File: src/rtl/muldiv_unit.sv
// muldiv_unit: iterative RV32M multiply/divide unit.
// Multiply is a 32-step LSB-first shift-add and divide is a 32-step MSB-first
// restoring divide. Both run on operand magnitudes, and the sign is applied
// when the result is captured. An operation takes 34 cycles from accept to done.
// Optional build macro: MULDIV_FAST_MUL_EN. When it is defined, the multiply
// ops finish in one cycle through a signed multiplier, going IDLE -> DONE.
module muldiv_unit #(
    parameter int XLEN = 32
) (
    input  logic            clk,
    input  logic            rst,
    input  logic            start,
    input  logic [2:0]      funct3,
    input  logic [XLEN-1:0] op_a,
    input  logic [XLEN-1:0] op_b,
    output logic            busy,
    output logic            done,
    output logic [XLEN-1:0] result
);

    localparam logic [2:0] F3_MUL    = 3'b000;
    localparam logic [2:0] F3_MULH   = 3'b001;
    localparam logic [2:0] F3_MULHSU = 3'b010;
    localparam logic [2:0] F3_MULHU  = 3'b011;
    localparam logic [2:0] F3_DIV    = 3'b100;
    localparam logic [2:0] F3_DIVU   = 3'b101;
    localparam logic [2:0] F3_REM    = 3'b110;
    localparam logic [2:0] F3_REMU   = 3'b111;

    typedef enum logic [1:0] {
        S_IDLE = 2'd0,
        S_PREP = 2'd1,
        S_CALC = 2'd2,
        S_DONE = 2'd3
    } state_t;

    state_t            state_r;
    state_t            state_s;

    logic [2:0]        f3_r;
    logic [XLEN-1:0]   opa_r;
    logic [XLEN-1:0]   opb_r;
    logic [XLEN-1:0]   a_r;       // multiplier (shifts right) or dividend (shifts left)
    logic [2*XLEN-1:0] b_r;       // multiplicand (shifts left) or divisor in low half
    logic [2*XLEN-1:0] acc_r;     // product, or {remainder, quotient}
    logic [4:0]        cnt_r;
    logic              neg_r;     // negate product / quotient
    logic              rneg_r;    // negate remainder
    logic              busy_r;
    logic              done_r;
    logic [XLEN-1:0]   result_r;

    logic              is_div_s;
    logic              a_sgn_s;
    logic              b_sgn_s;
    logic [XLEN-1:0]   mag_a_s;
    logic [XLEN-1:0]   mag_b_s;
    logic [XLEN:0]     rem_sh_s;
    logic              div_ge_s;
    logic [2*XLEN-1:0] acc_step_s;
    logic [XLEN-1:0]   a_step_s;
    logic [2*XLEN-1:0] b_step_s;
    logic [2*XLEN-1:0] prod_s;
    logic [XLEN-1:0]   quo_s;
    logic [XLEN-1:0]   rem_s;
    logic [XLEN-1:0]   res_step_s;
    logic              fast_go_s;
    logic [XLEN-1:0]   fast_res_s;

    function automatic logic [XLEN-1:0] neg32(input logic [XLEN-1:0] v);
        return ~v + 32'd1;
    endfunction

    function automatic logic [2*XLEN-1:0] neg64(input logic [2*XLEN-1:0] v);
        return ~v + 64'd1;
    endfunction

    function automatic logic [XLEN-1:0] mag32(input logic [XLEN-1:0] v, input logic sgn);
        if (sgn) begin
            return neg32(v);
        end else begin
            return v;
        end
    endfunction

    assign busy   = busy_r;
    assign done   = done_r;
    assign result = result_r;
    assign is_div_s = f3_r[2];

    // Operand sign decode for the latched op; drives magnitudes taken in PREP.
    always_comb begin
        a_sgn_s = 1'b0;
        b_sgn_s = 1'b0;
        case (f3_r)
            F3_MULH, F3_DIV, F3_REM: begin
                a_sgn_s = opa_r[XLEN-1];
                b_sgn_s = opb_r[XLEN-1];
            end
            F3_MULHSU: begin
                a_sgn_s = opa_r[XLEN-1];
                b_sgn_s = 1'b0;
            end
            default: begin
                a_sgn_s = 1'b0;
                b_sgn_s = 1'b0;
            end
        endcase
        mag_a_s = mag32(opa_r, a_sgn_s);
        mag_b_s = mag32(opb_r, b_sgn_s);
    end

    // One iteration step: shift-add for multiply, restoring subtract for divide.
    always_comb begin
        rem_sh_s   = {acc_r[2*XLEN-1:XLEN], a_r[XLEN-1]};
        div_ge_s   = (rem_sh_s >= {1'b0, b_r[XLEN-1:0]});
        acc_step_s = acc_r;
        a_step_s   = a_r;
        b_step_s   = b_r;
        if (is_div_s) begin
            // Only the low 32 bits of the partial remainder survive a step.
            acc_step_s = {(div_ge_s ? (rem_sh_s[XLEN-1:0] - b_r[XLEN-1:0]) : rem_sh_s[XLEN-1:0]),
                          acc_r[XLEN-2:0], div_ge_s};
            a_step_s   = {a_r[XLEN-2:0], 1'b0};
        end else begin
            acc_step_s = acc_r + (a_r[0] ? b_r : 64'd0);
            a_step_s   = {1'b0, a_r[XLEN-1:1]};
            b_step_s   = {b_r[2*XLEN-2:0], 1'b0};
        end
    end

    // Sign correction and result selection from the final step's accumulator.
    always_comb begin
        prod_s = neg_r  ? neg64(acc_step_s) : acc_step_s;
        quo_s  = neg_r  ? neg32(acc_step_s[XLEN-1:0]) : acc_step_s[XLEN-1:0];
        rem_s  = rneg_r ? neg32(acc_step_s[2*XLEN-1:XLEN]) : acc_step_s[2*XLEN-1:XLEN];
        case (f3_r)
            F3_MUL:                       res_step_s = prod_s[XLEN-1:0];
            F3_MULH, F3_MULHSU, F3_MULHU: res_step_s = prod_s[2*XLEN-1:XLEN];
            F3_DIV, F3_DIVU:              res_step_s = quo_s;
            F3_REM, F3_REMU:              res_step_s = rem_s;
            default:                      res_step_s = 32'd0;
        endcase
    end

`ifdef MULDIV_FAST_MUL_EN
    logic               fast_a_sgn_s;
    logic               fast_b_sgn_s;
    logic signed [63:0] fast_a_s;
    logic signed [63:0] fast_b_s;
    logic signed [63:0] fast_prod_s;

    // Single-cycle signed multiply on sign- or zero-extended operands.
    always_comb begin
        fast_a_sgn_s = (funct3 == F3_MULH) || (funct3 == F3_MULHSU);
        fast_b_sgn_s = (funct3 == F3_MULH);
        fast_a_s     = {{32{fast_a_sgn_s & op_a[XLEN-1]}}, op_a};
        fast_b_s     = {{32{fast_b_sgn_s & op_b[XLEN-1]}}, op_b};
        fast_prod_s  = fast_a_s * fast_b_s;
        fast_go_s    = ~funct3[2];
        if (funct3 == F3_MUL) begin
            fast_res_s = fast_prod_s[XLEN-1:0];
        end else begin
            fast_res_s = fast_prod_s[2*XLEN-1:XLEN];
        end
    end
`else
    assign fast_go_s  = 1'b0;
    assign fast_res_s = 32'd0;
`endif

    // FSM state register.
    always_ff @(posedge clk) begin
        if (rst) begin
            state_r <= S_IDLE;
        end else begin
            state_r <= state_s;
        end
    end

    // FSM next-state logic.
    always_comb begin
        state_s = state_r;
        case (state_r)
            S_IDLE: begin
                if (start) begin
                    if (fast_go_s) begin
                        state_s = S_DONE;
                    end else begin
                        state_s = S_PREP;
                    end
                end else begin
                    state_s = S_IDLE;
                end
            end
            S_PREP: state_s = S_CALC;
            S_CALC: begin
                if (cnt_r == 5'd31) begin
                    state_s = S_DONE;
                end else begin
                    state_s = S_CALC;
                end
            end
            S_DONE:  state_s = S_IDLE;
            default: state_s = S_IDLE;
        endcase
    end

    // Datapath registers, handshake outputs and result capture.
    always_ff @(posedge clk) begin
        if (rst) begin
            f3_r     <= 3'd0;
            opa_r    <= 32'd0;
            opb_r    <= 32'd0;
            a_r      <= 32'd0;
            b_r      <= 64'd0;
            acc_r    <= 64'd0;
            cnt_r    <= 5'd0;
            neg_r    <= 1'b0;
            rneg_r   <= 1'b0;
            busy_r   <= 1'b0;
            done_r   <= 1'b0;
            result_r <= 32'd0;
        end else begin
            case (state_r)
                S_IDLE: begin
                    if (start) begin
                        f3_r   <= funct3;
                        opa_r  <= op_a;
                        opb_r  <= op_b;
                        busy_r <= 1'b1;
                        if (fast_go_s) begin
                            result_r <= fast_res_s;
                            done_r   <= 1'b1;
                        end
                    end
                end
                S_PREP: begin
                    acc_r <= 64'd0;
                    cnt_r <= 5'd0;
                    if (is_div_s) begin
                        a_r    <= mag_a_s;
                        b_r    <= {32'd0, mag_b_s};
                        // Divide by zero keeps the all-ones quotient unsigned.
                        neg_r  <= (a_sgn_s ^ b_sgn_s) && (opb_r != 32'd0);
                        rneg_r <= a_sgn_s;
                    end else begin
                        a_r    <= mag_b_s;
                        b_r    <= {32'd0, mag_a_s};
                        neg_r  <= a_sgn_s ^ b_sgn_s;
                        rneg_r <= 1'b0;
                    end
                end
                S_CALC: begin
                    acc_r <= acc_step_s;
                    a_r   <= a_step_s;
                    b_r   <= b_step_s;
                    cnt_r <= cnt_r + 5'd1;
                    if (cnt_r == 5'd31) begin
                        result_r <= res_step_s;
                        done_r   <= 1'b1;
                    end
                end
                S_DONE: begin
                    busy_r <= 1'b0;
                    done_r <= 1'b0;
                end
                default: begin
                    busy_r <= 1'b0;
                    done_r <= 1'b0;
                end
            endcase
        end
    end

endmodule
File: config.mk
export PLATFORM = sky130hd
export DESIGN_NAME = muldiv_unit
export DESIGN_NICKNAME = d
export VERILOG_FILES = /design/src/rtl/muldiv_unit.sv
export SDC_FILE = /design/constraint.sdc
export NUM_CORES = 1
export LEC_CHECK = 0
export CAP_MARGIN = 10
export CORE_ASPECT_RATIO = 0.5
export CORE_MARGIN = 4
export CORE_UTILIZATION = 35
export CTS_BUF_LIST = sky130_fd_sc_hd__clkbuf_4 sky130_fd_sc_hd__clkbuf_8
export CTS_CLUSTER_SIZE = 24
export DETAILED_ROUTE_END_ITERATION = 10
export GPL_TIMING_DRIVEN = 0
export SETUP_SLACK_MARGIN = 0.2
export SYNTH_ARGS = -nofsm -noshare
export SYNTH_HDL_FRONTEND = slang
export SYNTH_SLANG_ARGS = --single-unit
File: constraint.sdc
create_clock -name clk -period 7.56 [get_ports clk]
set_input_delay 1.512 -clock clk [delete_from_list [all_inputs] [get_ports clk]]
set_output_delay 1.512 -clock clk [all_outputs]
set_load 0.005 [all_outputs]
# Yosys cells after proc, flatten, opt, wreduce, memory -nomap -nowiden
# Cells that the tools add are included.
[totals]
input_bits = 70
register_bits = 270
ram_bits = 0
latchBits = 0
mem_count = 0
word_cells = 87
out_inout_bits = 34
romBits = 0
[op_classes]
n_mul = 0
reduce_logical = 17
n_shift = 0
div_mod_pow = 0
n_addsub = 8
n_mux = 28
eq_ne = 14
n_bitwise = 6
order_cmp = 1
[ops]
columns = ["operator", "n"]
rows = [
  ["32-bit 2-to-1 mux", 8],
  ["64-bit 2-to-1 mux", 4],
  ["64-bit one-hot mux with 2 select lines", 2],
  ["32-bit by 1-bit adder with 32-bit output, second input constant", 4],
  ["32-bit NOT", 4],
  ["32-bit one-hot mux with 4 select lines", 1],
  ["64-bit by 1-bit adder with 64-bit output, second input constant", 1],
  ["64-bit adder", 1],
  ["64-bit NOT", 1],
  ["32-bit one-hot mux with 2 select lines", 1],
  ["33-bit by 32-bit greater-or-equal comparator with 1-bit output", 1],
  ["32-bit nonzero test", 1],
  ["32-bit subtractor", 1],
  ["3-bit == test, second input constant", 4],
  ["5-bit one-hot mux with 2 select lines", 1],
  ["2-bit AND reduction", 5],
  ["1-bit 2-to-1 mux", 8],
  ["2-bit one-hot mux with 4 select lines", 1],
  ["3-bit by 2-bit == test with 1-bit output, second input constant", 2],
  ["2-bit != test, second input constant", 3],
  ["2-bit nonzero test", 3],
  ["3-bit OR reduction", 2],
  ["5-bit by 1-bit adder with 5-bit output, second input constant", 1],
  ["5-bit == test, second input constant", 1],
  ["10 further kinds", 13],
]

# Logic depth before layout (Yosys ltp)
[depth]
word_depth = 7
depth_mapped = 24
mapped_depth_nobuf = 20

# Worst setup path before layout
# No wires, ideal clock.
[synth_timing]
path_type = "reg2reg"
start = "register a_r[0]"
end = "register result_r[22] (netlist: result[22])"
path_buffers = 3
arrival_ns = 4.864
stages_incl_launch_ff = 24
setup_time_ns = 0.132
path_slack_ns = 2.564
required_ns = 7.428
period_less_slack_ns = 4.996
cell_sequence = "dfxtp_1 clkbuf_1 clkbuf_1 and2_1 ha_1 inv_1 fa_1 nand2b_1 a21oi_1 o21ai_2 o21ai_0 a31oi_1 o21ai_0 xor2_1 mux2i_2 ha_1 nand2_1 a211o_1 or4_1 buf_2 o31ai_2 xnor2_1 a221oi_1 nor3_1"
[synth_between]
elab_chain_cells = 7
word_cells_on_any_way = 13
cone_classes = "add/sub (4); mux (6); bitwise (3)"
[synth_lines]
columns = ["element", "line", "rtl"]
rows = [
  ["from (decl)", "43", "logic [XLEN-1:0] a_r;"],
  ["from (signal assigned)", "242", "a_r <= mag_a_s;"],
  ["from (signal assigned)", "248", "a_r <= mag_b_s;"],
  ["from (signal assigned)", "256", "a_r <= a_step_s;"],
  ["64-bit 2-to-1 mux (*)", "126", "acc_step_s = acc_r + (a_r[0] ? b_r : 64'd0);"],
  ["64-bit adder (*)", "126", ""],
  ["64-bit 2-to-1 mux (*)", "120", "if (is_div_s) begin"],
  ["64-bit NOT or 32-bit NOT (tied branches)", "75, 71", ""],
  ["64-bit by 1-bit adder with 64-bit output or 32-bit by 1-bit adder with 32-bit output (tied branches)", "75, 71", ""],
  ["64-bit 2-to-1 mux, or another cell as far along", "134", "prod_s = neg_r ? neg64(acc_step_s) : acc_step_s;"],
  ["32-bit one-hot mux with 4 select lines (*)", "137", "case (f3_r)"],
  ["to (signal assigned)", "233", "result_r <= fast_res_s;"],
  ["to (signal assigned)", "260", "result_r <= res_step_s;"],
  ["to (decl)", "51", "logic [XLEN-1:0] result_r;"],
]
# Mark *: on every way between the ends. The rest lies on a longest branch, timed or not.
# A chain may end at the register's enable or synchronous reset.

# Worst setup path after layout
[layout_timing]
start = "register f3_r[2]"
end = "register acc_r[63]"
[layout_between]
elab_chain_cells = 2
[layout_lines]
columns = ["element", "line", "rtl"]
rows = [
  ["from (decl)", "40", "logic [2:0] f3_r;"],
  ["from (signal assigned)", "228", "f3_r <= funct3;"],
  ["64-bit 2-to-1 mux", "120", ""],
  ["64-bit one-hot mux with 2 select lines", "225", "case (state_r)"],
  ["to (signal assigned)", "255", "acc_r <= acc_step_s;"],
  ["to (decl)", "45", "logic [2*XLEN-1:0] acc_r;"],
]
# Every way passes these cells.

==> flow_metrics.py <==
metrics = {
    "run_status": {
        "status": "completed",
    },
    "worst_setup_path": {
        "start_kind": "flop",
        "crit_arrival_ps": 7860,
        "setup.worst_path.class": "reg2reg",
        "path_cells": "buf_2 > clkbuf_1 > clkdlybuf4s15_2 > buf_2 > clkdlybuf4s15_2 > clkbuf_1 > buf_2 > buf_2 > buf_2 > buf_1 > clkbuf_1 > o21ai_0 > a22oi_1 > nor2_1",
        "crit_slowest_cell": "clkbuf_1",
        "cp.required_ps": 8080,
        "crit_path_max_incr_delay_ps": 730,
        "rr_worst_depth": 14,
        "rr_endpoint": "acc_r[63]",
        "crit_path_end_kind": "flop",
        "rr_startpoint": "f3_r[2]",
        "reg2reg_slack_ps": 220,
        "crit_fanout": 10,
        "cpMostUsedCell": "buf_2",
    },
    "pwr": {
        "power_density_nw_per_um2": 181,
        "ir_drop_v": 0.000125,
        "p_leak_nw": 9.76,
    },
    "sta": {
        "final.setup.tns_ps": 0,
        "worst_slew_pin_slew_ps": 1410,
        "hold_viol": 0,
        "setup_viol": 0,
        "fin_crit_sh_pct": 97.1,
        "clock_skew_ps": 44.2,
        "fin_crit_ps": 7340,
        "slew_headroom_pct": 3.65,
        "layout_setup_ws_ps": 218,
        "slew_viol_final": 0,
        "clock.fmax_ghz": 0.136,
        "rsz0062_at_grt": "false",
    },
    "min_path": {
        "worst_hold_path.endpoint": "result[0]",
        "min_from": "result[0]",
        "min_path_cells": 2,
        "hp-class": "reg2reg",
    },
    "yosys": {
        "synth_top_cell_area_share_pct": 23.6,
        "synth-main-ff-cell": "dfxtp_1",
        "async_flop_share_pct": 0,
        "yosysSeqAreaShare_pct": 23.6,
        "synth_seq_cells": 270,
        "synth.most_common_cell": "nand2_1",
        "synth_top_cell_by_area": "dfxtp_1",
        "synth_area_um2": 22900,
        "yosysWarnings": 0,
        "ys_types": 102,
        "synth_edf_count": 0,
        "synth.top_cells.by_count": "398 x nand2_1, 349 x nor2_1, 339 x a21oi_1",
        "synth_area_leaders": "dfxtp_1 24%, a21oi_1 7.4%, nand2_1 6.5%, ha_1 5.7%, nor2_1 5.7%",
        "synthesis.nets": 3358,
        "syn_avg_cell_area_um2": 7.20,
        "synthCells": 3181,
    },
    "finish": {
        "drive_above_1_share_pct": 6.65,
        "final_core_util_pct": 41.1,
        "areaGrowthSynthToFinish_pct": 14.6,
        "final_nets": 3513,
        "final_cell_area_um2": 26300,
    },
    "grt": {
        "grt.total_usage_pct": 30.2,
        "grt_first_pass_wirelength_um": 160000,
        "grt-ovfl-total": 0,
        "grt_pass1_vias": 23600,
        "antenna_found_initial": 10,
        "grt_max_degree": 15,
    },
    "drt": {
        "drc": 0,
        "avgViaCountPerCell": 6.19,
        "drt.antenna.violating_nets": 0,
        "wl_met2_um": 43600,
        "routed_wl_um": 110000,
        "avgRoutedWirePerCell_um": 26.0,
        "highest_layer": "met5",
        "drtIter0Drc": 3677,
        "vias": 26200,
        "met3_length_um": 13400,
        "met1_length_um": 50200,
        "dr.pass1.iters": 6,
    },
    "floorplanning": {
        "num_rows": 65,
        "die_y_um": 189,
        "dieArea_um2": 69900,
        "io_pins": 104,
        "core_region_area_um2": 63900,
        "start_util_pct": 35.8,
        "die_x_um": 370,
    },
    "clock_tree": {
        "clockRootBuffer": "clkbuf_8",
        "clkTransAtPathRegs_ps": 60,
        "cts_hold_buf": 0,
        "clockBufferDepth": 3,
        "cts_tree": "done",
        "cts_buffers": 47,
        "insertion_delay_ps": 690,
        "ctsHtreeMaxLevel": 2,
        "cts.sinks": 270,
    },
    "job": {
        "maxCapViolations": 0,
    },
    "place": {
        "place_hpwl_um": 89300,
        "pre_cts_ws_ps": -410,
        "gp_congestion": 1.07,
        "place_area_um2": 25100,
        "port_buffers": 102,
    },
}
[final cells by class]
| type | count | area, um^2 |
|---|---|---|
| multi-input cells | 2589 | 16300 |
| inverters | 113 | 424 |
| well taps | 871 | 1090 |
| flip-flops and latches | 270 | 5410 |
| repair buffers | 106 | 1060 |
| diodes | 1 | 2.50 |
| fillers | 6832 | 37700 |
| plain buffers | 209 | 857 |
| clock inverters | 14 | 250 |
| clock buffers | 69 | 881 |
[through the flow]
stage | instances | power, mW | hold WS, ps
after global placement | 4154 | 3.01 | 442
after CTS | 4239 | 4.70 | 455
after floorplan | 3181 | 2.50 | 436
after global routing | 4241 | 4.91 | 478
final | 4242 | 4.76 | 451
after detailed placement | 4156 | 3.02 | 446
[worst max-delay path by stage]
| stage | start | end | depth (start not counted) |
|---|---|---|---|
| global placement | a_r[0] | result[31] | 19 |
| floorplan | a_r[0] | result[22] | 23 |
| detailed placement | f3_r[2] | b_r[45] | 14 |
| global route | a_r[0] | result[14] | 21 |
| finish | f3_r[2] | acc_r[63] | 14 |
| CTS | a_r[0] | result[18] | 21 |
[report_power, final]
group / total, mW / switching, mW / internal (mW) / leakage [nW]
Clock: 1.69 / 0.733 / 0.960 / 0.591
Combinational: 1.47 / 1.00 / 0.469 / 6.97
Sequential: 1.60 / 0.0947 / 1.50 / 2.20
Total: 4.76 / 1.83 / 2.93 / 9.76
[cell usage in the layout (no fill, tap or decap), types with 82 or more instances in the layout]
cell / instances
a21oi_1: 339
o21ai_0: 200
xor2_1: 92
clkbuf_1: 160
xnor2_1: 82
dfxtp_1: 270
ha_1: 105
nand2_1: 398
a22oi_1: 93
clkdlybuf4s50_1: 102
inv_1: 111
nor2_1: 347
[sequential cells by signal (all words and copies together) (netlist names), 3 cells and up]
register  flops
cnt_r         5
f3_r          3
acc_r        64
b_r          64
result       32
opa_r        32
opb_r        32
a_r          32
[metal layers]
metal | vias to the layer above | track usage [%]
met5 | - | 0
met4 | 12 | 7.82
met3 | 213 | 7.94
met2 | 1422 | 43.0
met1 | 12700 | 44.8
li1 | 11900 | -
[worst max-delay path: cells and delay by family (launching register included)]
kind	cells	cell delay [ps]
flops	1	670
compound gates	2	390
buf+inv	11	5990
simple gates	1	60
[kinds of logic after synthesis]
kind of cell	synth area share (%)
DFF	23.6
AOI/OAI and AO/OA	28.5
and+or+nand+nor	24.3
muxes	5.49
buffers and inverters	5.51
xor gates and xnor gates	6.65
adders and majority gates	5.91
[repair_timing]
item,4_1_cts,5_1_grt
pin swaps,0,0
setup buffers,0,2
endpoints found under the setup margin,50,23
resized for setup,7,8
(Power assumes the default switching activity.)
